<file path="config.mk">
export PLATFORM = sky130hd
export DESIGN_NAME = decode_queue
export DESIGN_NICKNAME = d
export VERILOG_FILES = /design/src/rtl/decode_queue_pkg.sv /design/src/rtl/decode_queue_inst_queue.sv /design/src/rtl/decode_queue.sv
export SDC_FILE = /design/constraint.sdc
export NUM_CORES = 1
export LEC_CHECK = 0
export CAP_MARGIN = 20
export CORE_ASPECT_RATIO = 0.8
export CORE_MARGIN = 1.5
export CORE_UTILIZATION = 39
export CTS_BUF_LIST = sky130_fd_sc_hd__clkbuf_4 sky130_fd_sc_hd__clkbuf_8
export CTS_CLUSTER_SIZE = 16
export DETAILED_ROUTE_END_ITERATION = 8
export DONT_BUFFER_PORTS = 1
export PLACE_DENSITY = 0.63
export SLEW_MARGIN = 20
export SYNTH_ARGS = -nofsm -noshare
export SYNTH_HDL_FRONTEND = slang
export SYNTH_SLANG_ARGS = --single-unit
</file>
<file path="constraint.sdc">
create_clock -name clk -period 11.3 [get_ports clk]
set_input_delay 1.13 -clock clk [delete_from_list [all_inputs] [get_ports clk]]
set_output_delay 1.13 -clock clk [all_outputs]
set_load 0.02 [all_outputs]
</file>
<file path="src/rtl/decode_queue_pkg.sv">
// RV32I decode types, the decode packet layout and the shared rv32i_decode() function.
// Define DECODE_QUEUE_RV32M_EN to decode the M-extension (funct7=0000001) under op_reg.
package decode_queue_pkg;

  localparam logic [31:0] NOP_INST = 32'h00000013;

  typedef enum logic [6:0] {
    op_lui   = 7'b0110111,
    op_auipc = 7'b0010111,
    op_jal   = 7'b1101111,
    op_jalr  = 7'b1100111,
    op_br    = 7'b1100011,
    op_load  = 7'b0000011,
    op_store = 7'b0100011,
    op_imm   = 7'b0010011,
    op_reg   = 7'b0110011,
    op_csr   = 7'b1110011
  } rv32i_opcode;

  typedef enum logic [2:0] {
    beq  = 3'b000,
    bne  = 3'b001,
    blt  = 3'b100,
    bge  = 3'b101,
    bltu = 3'b110,
    bgeu = 3'b111
  } branch_funct3_t;

  typedef enum logic [2:0] {
    f3_add  = 3'b000,
    f3_sll  = 3'b001,
    f3_slt  = 3'b010,
    f3_sltu = 3'b011,
    f3_xor  = 3'b100,
    f3_sr   = 3'b101,
    f3_or   = 3'b110,
    f3_and  = 3'b111
  } arith_funct3_t;

  // Encodings line up with arith funct3 so most ops pass funct3 straight through.
  typedef enum logic [2:0] {
    alu_add = 3'b000,
    alu_sll = 3'b001,
    alu_sra = 3'b010,
    alu_sub = 3'b011,
    alu_xor = 3'b100,
    alu_srl = 3'b101,
    alu_or  = 3'b110,
    alu_and = 3'b111
  } alu_ops;

  typedef enum logic [2:0] {
    imm_none = 3'd0,
    imm_i    = 3'd1,
    imm_s    = 3'd2,
    imm_b    = 3'd3,
    imm_u    = 3'd4,
    imm_j    = 3'd5
  } imm_sel_t;

  typedef enum logic {alu1_rs1 = 1'b0, alu1_pc = 1'b1} alu_m1_sel_t;
  typedef enum logic {alu2_imm = 1'b0, alu2_rs2 = 1'b1} alu_m2_sel_t;
  typedef enum logic {cmp_rs2 = 1'b0, cmp_imm = 1'b1} cmp_sel_t;

  typedef enum logic [2:0] {
    rfm_alu      = 3'd0,
    rfm_br_en    = 3'd1,
    rfm_u_imm    = 3'd2,
    rfm_load     = 3'd3,
    rfm_pc_plus4 = 3'd4
  } regfilemux_sel_t;

  localparam logic [6:0] F7_BASE   = 7'b0000000;
  localparam logic [6:0] F7_ALT    = 7'b0100000;
  localparam logic [6:0] F7_MULDIV = 7'b0000001;

  typedef struct packed {
    logic [31:0]     pc;
    logic [31:0]     inst;
    logic [6:0]      opcode;
    logic [2:0]      funct3;
    logic [6:0]      funct7;
    logic [4:0]      rs1_s;
    logic [4:0]      rs2_s;
    logic [4:0]      rd_s;
    imm_sel_t        imm_sel;
    logic [31:0]     imm;
    alu_m1_sel_t     alu_m1_sel;
    alu_m2_sel_t     alu_m2_sel;
    alu_ops          alu_op;
    cmp_sel_t        cmp_sel;
    branch_funct3_t  cmpop;
    logic            regf_we;
    regfilemux_sel_t regfilemux_sel;
    logic            illegal;
    logic            muldiv;
  } decode_pkt_t;

  localparam int PKT_W = $bits(decode_pkt_t);

  function automatic decode_pkt_t rv32i_decode(input logic [31:0] pc, input logic [31:0] inst);
    decode_pkt_t p;
    logic [6:0]  opc;
    logic [2:0]  f3;
    logic [31:0] i_imm, s_imm, b_imm, u_imm, j_imm;
    logic        known;
    logic        alt;

    opc   = inst[6:0];
    f3    = inst[14:12];
    alt   = inst[30];
    known = 1'b1;
    i_imm = {{21{inst[31]}}, inst[30:20]};
    s_imm = {{21{inst[31]}}, inst[30:25], inst[11:7]};
    b_imm = {{20{inst[31]}}, inst[7], inst[30:25], inst[11:8], 1'b0};
    u_imm = {inst[31:12], 12'h000};
    j_imm = {{12{inst[31]}}, inst[19:12], inst[20], inst[30:21], 1'b0};

    p                = '0;
    p.pc             = pc;
    p.inst           = inst;
    p.opcode         = opc;
    p.funct3         = f3;
    p.funct7         = inst[31:25];
    p.rs1_s          = inst[19:15];
    p.rs2_s          = inst[24:20];
    p.rd_s           = inst[11:7];
    p.imm_sel        = imm_none;
    p.alu_m1_sel     = alu1_rs1;
    p.alu_m2_sel     = alu2_imm;
    p.alu_op         = alu_add;
    p.cmp_sel        = cmp_rs2;
    p.cmpop          = beq;
    p.regfilemux_sel = rfm_alu;
    p.muldiv         = 1'b0;

    case (opc)
      op_lui: begin
        p.imm_sel        = imm_u;
        p.regfilemux_sel = rfm_u_imm;
      end
      op_auipc: begin
        p.imm_sel    = imm_u;
        p.alu_m1_sel = alu1_pc;
      end
      op_jal: begin
        p.imm_sel        = imm_j;
        p.alu_m1_sel     = alu1_pc;
        p.regfilemux_sel = rfm_pc_plus4;
      end
      op_jalr: begin
        p.imm_sel        = imm_i;
        p.regfilemux_sel = rfm_pc_plus4;
      end
      op_br: begin
        p.imm_sel    = imm_b;
        p.alu_m1_sel = alu1_pc;
        p.cmpop      = branch_funct3_t'(f3);
      end
      op_load: begin
        p.imm_sel        = imm_i;
        p.regfilemux_sel = rfm_load;
      end
      op_store: begin
        p.imm_sel = imm_s;
      end
      op_imm: begin
        p.imm_sel = imm_i;
        case (f3)
          f3_slt: begin
            p.cmp_sel        = cmp_imm;
            p.cmpop          = blt;
            p.regfilemux_sel = rfm_br_en;
          end
          f3_sltu: begin
            p.cmp_sel        = cmp_imm;
            p.cmpop          = bltu;
            p.regfilemux_sel = rfm_br_en;
          end
          f3_sr:   p.alu_op = alt ? alu_sra : alu_srl;
          default: p.alu_op = alu_ops'(f3);
        endcase
      end
      op_reg: begin
        p.alu_m2_sel = alu2_rs2;
        if (inst[31:25] == F7_MULDIV) begin
`ifdef DECODE_QUEUE_RV32M_EN
          p.muldiv = 1'b1;
          p.alu_op = alu_ops'(f3);
`else
          known = 1'b0;
`endif
        end else if (inst[31:25] != F7_BASE && inst[31:25] != F7_ALT) begin
          known = 1'b0;
        end else begin
          case (f3)
            f3_add: p.alu_op = alt ? alu_sub : alu_add;
            f3_sr:  p.alu_op = alt ? alu_sra : alu_srl;
            f3_slt: begin
              p.cmpop          = blt;
              p.regfilemux_sel = rfm_br_en;
            end
            f3_sltu: begin
              p.cmpop          = bltu;
              p.regfilemux_sel = rfm_br_en;
            end
            default: p.alu_op = alu_ops'(f3);
          endcase
        end
      end
      op_csr: begin
      end
      default: known = 1'b0;
    endcase

    case (p.imm_sel)
      imm_i:   p.imm = i_imm;
      imm_s:   p.imm = s_imm;
      imm_b:   p.imm = b_imm;
      imm_u:   p.imm = u_imm;
      imm_j:   p.imm = j_imm;
      default: p.imm = 32'h0;
    endcase

    if (opc == op_lui || opc == op_auipc || opc == op_jal) p.rs1_s = 5'd0;
    if (!(opc == op_reg || opc == op_store || opc == op_br)) p.rs2_s = 5'd0;

    p.illegal = ~known;
    p.regf_we = known && (opc != op_br) && (opc != op_store) && (p.rd_s != 5'd0);
    return p;
  endfunction

endpackage

</file>
<file path="src/rtl/decode_queue_inst_queue.sv">
// Circular FIFO of {pc,inst} words with synchronous flush; storage is cleared on reset.
module inst_queue #(
  parameter int  DEPTH = 4,
  parameter int  W     = 64,
  localparam int CNT_W = $clog2(DEPTH + 1),
  localparam int PTR_W = $clog2(DEPTH)
) (
  input  logic             clk,
  input  logic             rst,
  input  logic             flush_i,
  input  logic             push_valid_i,
  output logic             push_ready_o,
  input  logic [W-1:0]     push_data_i,
  output logic             pop_valid_o,
  input  logic             pop_ready_i,
  output logic [W-1:0]     pop_data_o,
  output logic [CNT_W-1:0] occupancy_o
);

  logic [W-1:0]     mem_q [DEPTH];
  logic [PTR_W-1:0] wr_ptr_q, wr_ptr_d;
  logic [PTR_W-1:0] rd_ptr_q, rd_ptr_d;
  logic [CNT_W-1:0] cnt_q, cnt_d;
  logic             push_en;
  logic             pop_en;

  // Ready ignores pop_ready so no combinational path runs from execute back to fetch.
  assign push_ready_o = (cnt_q != CNT_W'(DEPTH)) & ~rst;
  assign pop_valid_o  = (cnt_q != '0);
  assign pop_data_o   = mem_q[rd_ptr_q];
  assign occupancy_o  = cnt_q;

  always_comb begin
    push_en  = push_valid_i & push_ready_o & ~flush_i;
    pop_en   = pop_valid_o & pop_ready_i & ~flush_i;
    wr_ptr_d = wr_ptr_q;
    rd_ptr_d = rd_ptr_q;
    cnt_d    = cnt_q;
    if (flush_i) begin
      wr_ptr_d = '0;
      rd_ptr_d = '0;
      cnt_d    = '0;
    end else begin
      if (push_en) wr_ptr_d = wr_ptr_q + PTR_W'(1);
      if (pop_en)  rd_ptr_d = rd_ptr_q + PTR_W'(1);
      cnt_d = cnt_q + CNT_W'(push_en) - CNT_W'(pop_en);
    end
  end

  always_ff @(posedge clk) begin
    if (rst) begin
      wr_ptr_q <= '0;
      rd_ptr_q <= '0;
      cnt_q    <= '0;
      for (int i = 0; i < DEPTH; i++) mem_q[i] <= '0;
    end else begin
      wr_ptr_q <= wr_ptr_d;
      rd_ptr_q <= rd_ptr_d;
      cnt_q    <= cnt_d;
      if (push_en) mem_q[wr_ptr_q] <= push_data_i;
    end
  end

endmodule

</file>
<file path="src/rtl/decode_queue.sv">
// Fetch-to-execute instruction queue with combinational RV32I decode of the head entry.
// Define DECODE_QUEUE_RV32M_EN to accept and flag M-extension instructions.
module decode_queue
  import decode_queue_pkg::*;
#(
  parameter int  DEPTH = 4,
  localparam int CNT_W = $clog2(DEPTH + 1)
) (
  input  logic             clk,
  input  logic             rst,
  input  logic             if_valid,
  output logic             if_ready,
  input  logic [31:0]      if_pc,
  input  logic [31:0]      if_inst,
  input  logic             flush,
  output logic             id_valid,
  input  logic             id_ready,
  output logic [PKT_W-1:0] id_pkt,
  output logic [CNT_W-1:0] occupancy
);

  logic [63:0] head_data;
  decode_pkt_t head_pkt;

  inst_queue #(
    .DEPTH(DEPTH),
    .W    (64)
  ) u_inst_queue (
    .clk         (clk),
    .rst         (rst),
    .flush_i     (flush),
    .push_valid_i(if_valid),
    .push_ready_o(if_ready),
    .push_data_i ({if_pc, if_inst}),
    .pop_valid_o (id_valid),
    .pop_ready_i (id_ready),
    .pop_data_o  (head_data),
    .occupancy_o (occupancy)
  );

  // An empty queue presents a harmless NOP at pc 0 so execute never sees stale fields.
  always_comb begin
    if (id_valid) begin
      head_pkt = rv32i_decode(head_data[63:32], head_data[31:0]);
    end else begin
      head_pkt         = rv32i_decode(32'h0, NOP_INST);
      head_pkt.regf_we = 1'b0;
    end
    id_pkt = head_pkt;
  end

endmodule

</file>
==> flow_summary.json <==
{
  "seqCellArea_um2": 7880,
  "status": "complete, no violations",
  "hold_viol": 0,
  "critPathKind": "reg -> out",
  "syn_nets": 999,
  "synth-compound-area-share_pct": 2.91,
  "port_buffers": 0,
  "vias": 7211,
  "drc_errors": 0,
  "worstMarginPinSlew_ps": 1070,
  "vdd_drop_max_mv": 0.0907,
  "post_cts_resized": 0,
  "hold_slack_ps": 545,
  "cts.sinks": 265,
  "antenna_found_initial": 0,
  "pwr-share-clk_pct": 38.8,
  "cts_setup_buffers": 0,
  "cap_viol_max_count": 0,
  "postRouteAntennaNets": 0,
  "start_util_pct": 39.7,
  "firstDrtPassIters": 5,
  "cp-end-kind": "output port",
  "finClkSkew_ps": 20.6,
  "avgSynthCellArea_um2": 14.0,
  "die_area_um2": 34400,
  "num_rows": 59,
  "drive_gt1_share_pct": 17.5,
  "cts_root_buffer": "clkbuf_8",
  "area_growth_pct": 8.04,
  "yosys_most_used_dff": "edfxtp_1",
  "overflow": 0,
  "syn_area_um2": 13000,
  "ios": 220,
  "synth_xor_area_share_pct": 0.405,
  "cts_tree": "built",
  "start_kind": "flip-flop",
  "multi_input_area_um2": 4640,
  "p_leak_nw": 4.86,
  "wl_um": 31900,
  "clk_latency_ps": 540,
  "syn_inst": 927,
  "min_path_type": "reg -> reg",
  "die_w_um": 207,
  "yosys.area_share.simple_pct": 20.4,
  "hpwl_um": 18900,
  "wl_per_cell_um": 23.5,
  "n_antenna_cell": 0,
  "die_h_um": 166,
  "grt_max_degree": 72,
  "synth_top_family_by_area": "simple AND/OR/NAND/NOR gates",
  "critPathMaxFanout": 45,
  "fillers": 2928,
  "final_cell_mix": "and2_1 (325), edfxtp_1 (256), mux4_2 (57)",
  "synth_mux_area_share_pct": 11.4,
  "cts_made_buffers": 45,
  "clk_path_buf_depth": 3,
  "ctsHoldBuffers": 0,
  "min_period_ps": 5390,
  "synth_warnings": 0,
  "p_sw_uw": 465,
  "synthDistinctLibCells": 62,
  "rsz0062_at_grt": "false",
  "mostFrequentLayoutCell": "and2_1",
  "swShare_pct": 22.7,
  "fmaxAchievable_mhz": 186,
  "crit_required_ps": 10170,
  "coreArea_um2": 32600,
  "via_per_inst": 5.32,
  "slew_headroom_pct": 28.4,
  "nNetsFinal": 973,
  "critPathArrivalTime_ps": 4260,
  "first_iter_violations": 522,
  "synth_edf_count": 256,
  "synthAdderAreaFrac_pct": 0.347,
  "grt_pass1_vias": 7268,
  "tns_ps": 0,
  "p_comb_share_pct": 5.9,
  "clkSlewWorstSetupHoldPaths_ps": 60,
  "r2r_setup_slack_ps": 7430,
  "async_flop_share_pct": 0,
  "setup_viol": 0,
  "ys_ff_latch": 265,
  "grt_pass1_wl_um": 46700,
  "track_usage_pct": 18.3,
  "power_frac_seq_pct": 55.4,
  "p_int_mw": 1.58,
  "htreeDepth": 2,
  "ys_seq_area_share_pct": 60.7,
  "post-route-period-util_pct": 47.7,
  "gp_congestion": 0.827,
  "power_density_nw_per_um2": 146,
  "slew_violations": 0
}
==> cell type report <==
class | instances | share of cell area [%]
Sequential cell | 265 | 56.2
Multi-Input combinational cell | 566 | 33.1
Inverter | 12 | 0.321
Clock inverter | 13 | 0.447
Clock buffer | 62 | 5.33
Timing Repair Buffer | 11 | 0.732
Tap cell | 427 | 3.81
==> per-stage QoR <==
| stage | instance area, um^2 | total power [mW] | utilization [%] | worst slack [ps] | cells |
|---|---|---|---|---|---|
| 2_1_floorplan | 13000 | 1.24 | - | 5740 | 927 |
| 3_3_place_gp | 13200 | 1.27 | 40.4 | 6420 | 1280 |
| 3_5_place_dp | 13200 | 1.28 | 40.4 | 6400 | 1280 |
| 4_1_cts | 14000 | 2.07 | 42.9 | 5810 | 1355 |
| 5_1_grt | 14000 | 2.13 | 42.9 | 5610 | 1356 |
| 6_report | 14000 | 2.05 | 42.9 | 5910 | 1356 |
==> synthesized netlist by cell type, drive strengths merged (2+ instances only) <==
library cell	number	share of area (%)
or4	2	0.14
o21ai	3	0.17
nor2	21	0.61
and2	325	16
clkbuf	44	1.3
nor3	7	0.31
xor2	2	0.14
ha	2	0.19
buf	40	2.2
a32oi	2	0.14
nand3	6	0.23
inv	12	0.35
or2	8	0.39
nand4b	2	0.14
a21oi	30	1.2
a211oi	2	0.12
or3	2	0.096
or3b	2	0.14
edfxtp	256	59
a21o	2	0.12
o32ai	3	0.35
and3	7	0.34
nor2b	4	0.19
mux4	64	11
xnor2	4	0.27
nor3b	5	0.33
dfxtp	9	1.4
nand2	35	1.0
nand2b	4	0.19
o211ai	2	0.12
a2111oi	2	0.18
==> per-layer routing <==
| layer | track usage (%) | share of wire, % | up-vias |
|---|---|---|---|
| met4 | 4.57 | 2.0 | 0 |
| met1 | 23.7 | 43 | 3591 |
| met2 | 30.6 | 48 | 303 |
| met5 | 0 | 0 | - |
| met3 | 4.67 | 7.4 | 54 |
| li1 | - | - | 3263 |
==> logic make-up after synthesis <==
kind of cell / count (synthesis)
other: 1
AO/OA/AOI/OAI: 54
adder cells (fa/ha/maj): 3
buffers and inverters: 96
XOR/XNOR: 6
multiplexers: 65
AND/OR/NAND/NOR: 437
flip-flops: 265
==> flip-flops by register name, summed over array words and instances (netlist names), named ones only <==
signal	cells
u_inst_queue.mem_q	256
u_inst_queue.occupancy_o	3
u_inst_queue.rd_ptr_q	2
u_inst_queue.wr_ptr_q	2
==> power groups by stage <==
stage	logic [mW]	clock network (mW)	registers, mW
after detailed placement	0.120	0	1.16
after CTS	0.120	0.813	1.14
after global placement	0.120	0	1.15
after floorplan	0.0886	0	1.15
after global routing	0.131	0.859	1.14
final	0.120	0.795	1.13
==> critical path: stages (launching register included) <==
cell	delay (ps)
dfxtp_4	590
buf_4	820
mux4_2	680
or4_4	470
nor3_2	160
a32oi_1	90
a2111oi_2	910
==> final timing paths <==
path | start | to | cells past startpoint
hold / removal | u_inst_queue.rd_ptr_q[0] | u_inst_queue.rd_ptr_q[0] | 2
setup reg to reg | u_inst_queue.occupancy_o[1] | u_inst_queue.mem_q[1][6] | 7
hold reg to reg | u_inst_queue.rd_ptr_q[0] | u_inst_queue.rd_ptr_q[0] | 2
setup / recovery | flip-flop | id_pkt[10] | 6
(Power assumes the default switching activity.)
